**config.mk**
```make
export PLATFORM = sky130hd
export DESIGN_NAME = byte_parity
export DESIGN_NICKNAME = d
export VERILOG_FILES = /design/src/rtl/byte_parity_pkg.sv /design/src/rtl/byte_parity_lane.sv /design/src/rtl/byte_parity.sv
export SDC_FILE = /design/constraint.sdc
export NUM_CORES = 1
export LEC_CHECK = 0
export ABC_AREA = 0
export BUFFER_PORTS_ARGS = -buffer_cell sky130_fd_sc_hd__buf_2
export CAP_MARGIN = 20
export CORE_MARGIN = 2
export CORE_UTILIZATION = 40
export CTS_BUF_LIST = sky130_fd_sc_hd__clkbuf_4 sky130_fd_sc_hd__clkbuf_8
export DETAILED_ROUTE_END_ITERATION = 10
export PLACE_DENSITY = 0.85
export SLEW_MARGIN = 30
export SYNTH_ARGS = -nofsm -noshare
export SYNTH_HDL_FRONTEND = slang
export SYNTH_SLANG_ARGS = --single-unit
```
**constraint.sdc**
```tcl
create_clock -name clk -period 1.57 [get_ports clk]
set_clock_uncertainty 0.05 [all_clocks]
set_input_delay 0.157 -clock clk [delete_from_list [all_inputs] [get_ports clk]]
set_output_delay 0.157 -clock clk [all_outputs]
set_load 0.1 [all_outputs]
```
**src/rtl/byte_parity_pkg.sv**
```systemverilog
// byte_parity_pkg: shared constants, types and reference parity
// for the registered per-byte parity generator.
package byte_parity_pkg;

    localparam int DATA_W    = 32;
    localparam int BYTE_W    = 8;
    localparam int NUM_BYTES = DATA_W / BYTE_W;

    typedef logic [NUM_BYTES-1:0] parity_t;

    function automatic parity_t golden_parity(
        input logic [DATA_W-1:0] d,
        input bit                odd
    );
        parity_t p;
        p = '0;
        for (int i = 0; i < NUM_BYTES; i++) begin
            p[i] = (^d[i*BYTE_W +: BYTE_W]) ^ odd;
        end
        return p;
    endfunction

endpackage

```
**src/rtl/byte_parity_lane.sv**
```systemverilog
// parity_lane: combinational parity of one byte lane,
// inverted when odd parity is selected.
module parity_lane
    import byte_parity_pkg::*;
#(
    parameter int BYTE_W = byte_parity_pkg::BYTE_W,
    parameter bit ODD    = 1'b0
) (
    input  logic [BYTE_W-1:0] lane_in,
    output logic              par
);

    assign par = (^lane_in) ^ ODD;

endmodule

```
**src/rtl/byte_parity.sv**
```systemverilog
// byte_parity: one register stage carrying a data word and its
// per-byte parity side-band, always updated together.
module byte_parity
    import byte_parity_pkg::*;
#(
    parameter int DATA_W = byte_parity_pkg::DATA_W,
    parameter int BYTE_W = byte_parity_pkg::BYTE_W,
    parameter bit ODD    = 1'b0
) (
    input  logic                     clk,
    input  logic                     rst_n,
    input  logic [DATA_W-1:0]        din,
    output logic [DATA_W-1:0]        dout,
    output logic [DATA_W/BYTE_W-1:0] parity
);

    localparam int NB = DATA_W / BYTE_W;

    // Parity of an all-zero word, so reset leaves a consistent pair.
    localparam logic [NB-1:0] RST_PAR = ODD ? {NB{1'b1}} : {NB{1'b0}};

    if (DATA_W % BYTE_W != 0) begin : g_width_check
        $error("byte_parity: DATA_W must be a multiple of BYTE_W");
    end

    logic [NB-1:0]     lane_par;
    logic [DATA_W-1:0] dout_d;
    logic [DATA_W-1:0] dout_q;
    logic [NB-1:0]     parity_d;
    logic [NB-1:0]     parity_q;

    for (genvar i = 0; i < NB; i++) begin : g_lane
        parity_lane #(
            .BYTE_W (BYTE_W),
            .ODD    (ODD)
        ) u_lane (
            .lane_in (din[i*BYTE_W +: BYTE_W]),
            .par     (lane_par[i])
        );
    end

    // The reset mux sits in front of the flops so din never leaks through.
    always_comb begin
        dout_d   = din;
        parity_d = lane_par;
        if (!rst_n) begin
            dout_d   = '0;
            parity_d = RST_PAR;
        end
    end

    always_ff @(posedge clk) begin
        dout_q   <= dout_d;
        parity_q <= parity_d;
    end

    assign dout   = dout_q;
    assign parity = parity_q;

endmodule

```
Yosys cells after proc, flatten, opt, wreduce, memory -nomap -nowiden:

Index checks and enable logic that the tools add are counted.

* register bits: 36
* bits in latches: 0
* memory bits (writable): 0
* bits in read-only memories: 0
* input port bits: 34
* output and inout bits: 36
* word-level logic and storage cells: 6
* memories kept: 0

* $add $sub $neg: 0
* $mul: 0
* divide/modulo/power cells: 0
* $lt $le $gt $ge: 0
* equality and inequality tests: 0
* shifts and indexed selects: 0
* mux-type cells: 0
* bitwise logic cells: 0
* reductions and logical operators: 4

Operators by type and width (count)
* $reduce_xor A8 Y1: 4

Depth between registers and ports, before layout:

* word-level depth: 1
* mapped depth: 4
* depth with buffers taken out: 4

Cells and area by module:

Synthesis repeated with hierarchy kept, for this count alone.

* cells, all modules: 103
* area total of the unflattened synthesis: 1251.2 um^2

Modules (own cells, without submodules)
* byte_parity: times used 1, cells an instance 75, area each 1006.0 um^2, sequential area each 720.7 um^2
* parity_lane: times used 4, cells an instance 7, area each 61.3 um^2, sequential area each 0.0 um^2

Least setup slack after synthesis:

Ideal clock, no wire load.

* kind: flip-flop to output port
* start: register dout_q[0] (netlist: dout[0])
* end: output dout[0]
* data arrival time: 909 ps
* required time: 1363 ps
* path slack: 454 ps
* cell stages (with the launch flop): 1
* path buffers: 0
* cells stage by stage: dfxtp_1

RTL lines
* start, declared: RTL line byte_parity.sv:28 `logic [DATA_W-1:0] dout_q;`
* start signal, assigned: RTL line byte_parity.sv:53 `dout_q <= dout_d;`
* end, declared: RTL line byte_parity.sv:13 `output logic [DATA_W-1:0] dout,`

No word-level cell between the ends.

Worst setup path in the final report:

* start: register dout_q[21] (netlist: dout[21])
* end: output dout[21]

No word-level cell between the ends.

==> metrics.cfg <==
[sta]
finalSetupTns_ns=0
fin_crit_ns=1.295
worst_slew_pin_slew_ns=0.4965
hold_viol=0
slew-limit-headroom_pct=67.13
clock.fmax_mhz=772.4
fin_crit_sh_pct=82.46
rsz0062_at_grt=no
finalSetupViolations=0
report.final.slew_viol_count=0

[finish]
fillers=225
diodes=0
fin_nets=224
multi_input_area_um2=474.2
syn_to_final_growth_pct=47.11
seqCellArea_um2=720.7
final_area_um2=1785
layout-drive-gt1-share_pct=41.88

[routing]
drtAntennaViolNets=0
remaining_drc_errors=0
vias=974
post_drt_wl_per_cell_um=10.85
drt-met1-wl_um=959
highest_layer=met4
wl_um=2409
firstDrtPassIters=2
routed_via_density=4.387
drtIter0Drc=11
wl_met2_um=1182
wl_met3_um=228

[clock_tree]
clk_path_buf_depth=2
cts_resized=0
cts_max_level=2
cts-buffers-inserted=5
postCtsSetupRepairBufs=0
cts_tree=done
cts_root_buffer=clkbuf_4
path_clk_slew_ns=0.10
cts.sinks=36

[synth]
synthArstFlopShare_pct=0
yosysTopAreaCell=dfxtp_1
syn_area_um2=1214
postSynthCellCount=103
ys_top_cells_by_area=dfxtp_1 (59%), xnor2_1 (17%), and2_1 (17%)
synth-edff-count=0
yosysWarningCount=0
synth_top_area_share_pct=59.38
synth_flop_cell=dfxtp_1
synth_common_cells=dfxtp_1 (36), and2_1 (33), xnor2_1 (24), xor2_1 (4), and2_2 (3)
yosysUniqueCellTypes=7
ys_seq_area_share_pct=59.38
avgSynthCellArea_um2=11.78
yosys.cell_count.top_type=dfxtp_1
synth_seq_cells=36
syn_nets=137

[setup_path]
cp_num_buf_inv=1
critPathTopFamily=buffers and inverters
worstSetupEndpointType=output port
crit_chain=buf_2
path_class=flip-flop to output port
cp-start-kind=flip-flop
critPathMaxFanout=1
cp.required_ns=1.36
crit_slowest_cell=buf_2
critPathMaxStageDelay_ns=0.42
worstPathArrival_ns=1.09

[floorplan]
die_w_um=59.09
num_rows=19
start_util_pct=42.90
coreArea_um2=2829
dieArea_um2=3491
die_y_um=59.09
pin_count=70

[power]
cellPowerDensity_nw_per_um2=1315
leakage_nw=0.8642
pwr-share-seq_pct=42.5
pwr-share-comb_pct=35.2
switching_share_pct=38.66
internal_power_w=0.001440
irDropWorstVdd_v=0.0006858
clkPwrFrac_pct=22.3
p_switching_w=0.0009076

[flow_run]
max_cap_viol_count=0

[placed_design]
numPortBuffers=69
hpwl_um=1758
placed_area_um2=1579
place.gp.congestion=0.7179

[grt]
grt_pass1_wl_um=4036
track_usage_pct=15.81
antenna_found_initial=0
grt_max_degree=37
grt_overflow=0
first_global_vias=997

[status]
status=finished clean

[min_path]
min_path_type=input pin to flip-flop

cell type report:
cell class	count	area share (%)
repair buffers	83	27.19
flip-flops and latches	36	40.36
multi-input cells	64	26.56
clock buffers	8	3.714
well taps	31	2.172
power groups by stage:
stage / Clock [W] / Combinational [W] / Sequential [W]
after floorplan: 0 / 0.000162 / 0.00152
after global placement: 0 / 0.000794 / 0.00101
after detailed placement: 0 / 0.000804 / 0.00102
after CTS: 0.000540 / 0.000830 / 0.000997
after global routing: 0.000581 / 0.000867 / 0.00100
final: 0.000524 / 0.000827 / 0.000997
cells by family (layout without fill, tap and decap cells):
logic type / Yosys count / count (layout) / synth area share [%]
flip-flops: 36 / 36 / 59.38
XOR/XNOR: 28 / 28 / 20.21
buffers and inverters: 3 / 91 / 1.547
AND/OR/NAND/NOR: 36 / 36 / 18.87
metrics by stage:
| stage | setup WS, ns | hold slack [ns] | util, % | power (W) | instances |
|---|---|---|---|---|---|
| 2_1_floorplan | 0.4540 | 0.2287 | - | 0.001680 | 103 |
| 3_3_place_gp | 0.5212 | 0.3327 | 55.82 | 0.001809 | 200 |
| 3_5_place_dp | 0.4946 | 0.3392 | 55.82 | 0.001822 | 200 |
| 4_1_cts | 0.2614 | 0.0002308 | 62.76 | 0.002367 | 221 |
| 5_1_grt | 0.2336 | 0.004041 | 63.11 | 0.002452 | 222 |
| 6_report | 0.2753 | 0.01159 | 63.11 | 0.002348 | 222 |
timing repair:
item,CTS,global route
endpoints found under the setup margin,0,0
hold buffers,13,1
hold endpoints to repair,13,1
layout by cell type, fill, tap and decap left out, drive strengths merged:
master and n:
dfxtp 36, xnor2 24, and2 36, buf 69, clkbuf 8, xor2 4, dlygate4sd3 14
final timing paths:
path | start | end | slack [ns] | cells past startpoint
max | dout[21]$_SDFF_PN0_ | dout[21] | 0.28 | 1
min | din[7] | dout[7]$_SDFF_PN0_ | 0.01 | 2
routing by layer:
layer / global-route usage (%) / vias to the layer above
li1: - / 482
met1: 15.36 / 429
met2: 28.89 / 57
met3: 6.769 / 6
met4: 6.818 / 0
met5: 0 / -
state kept, by name (all words and copies together) (netlist names):
name    count
dout       32
parity      4
(Power assumes the default switching activity.)
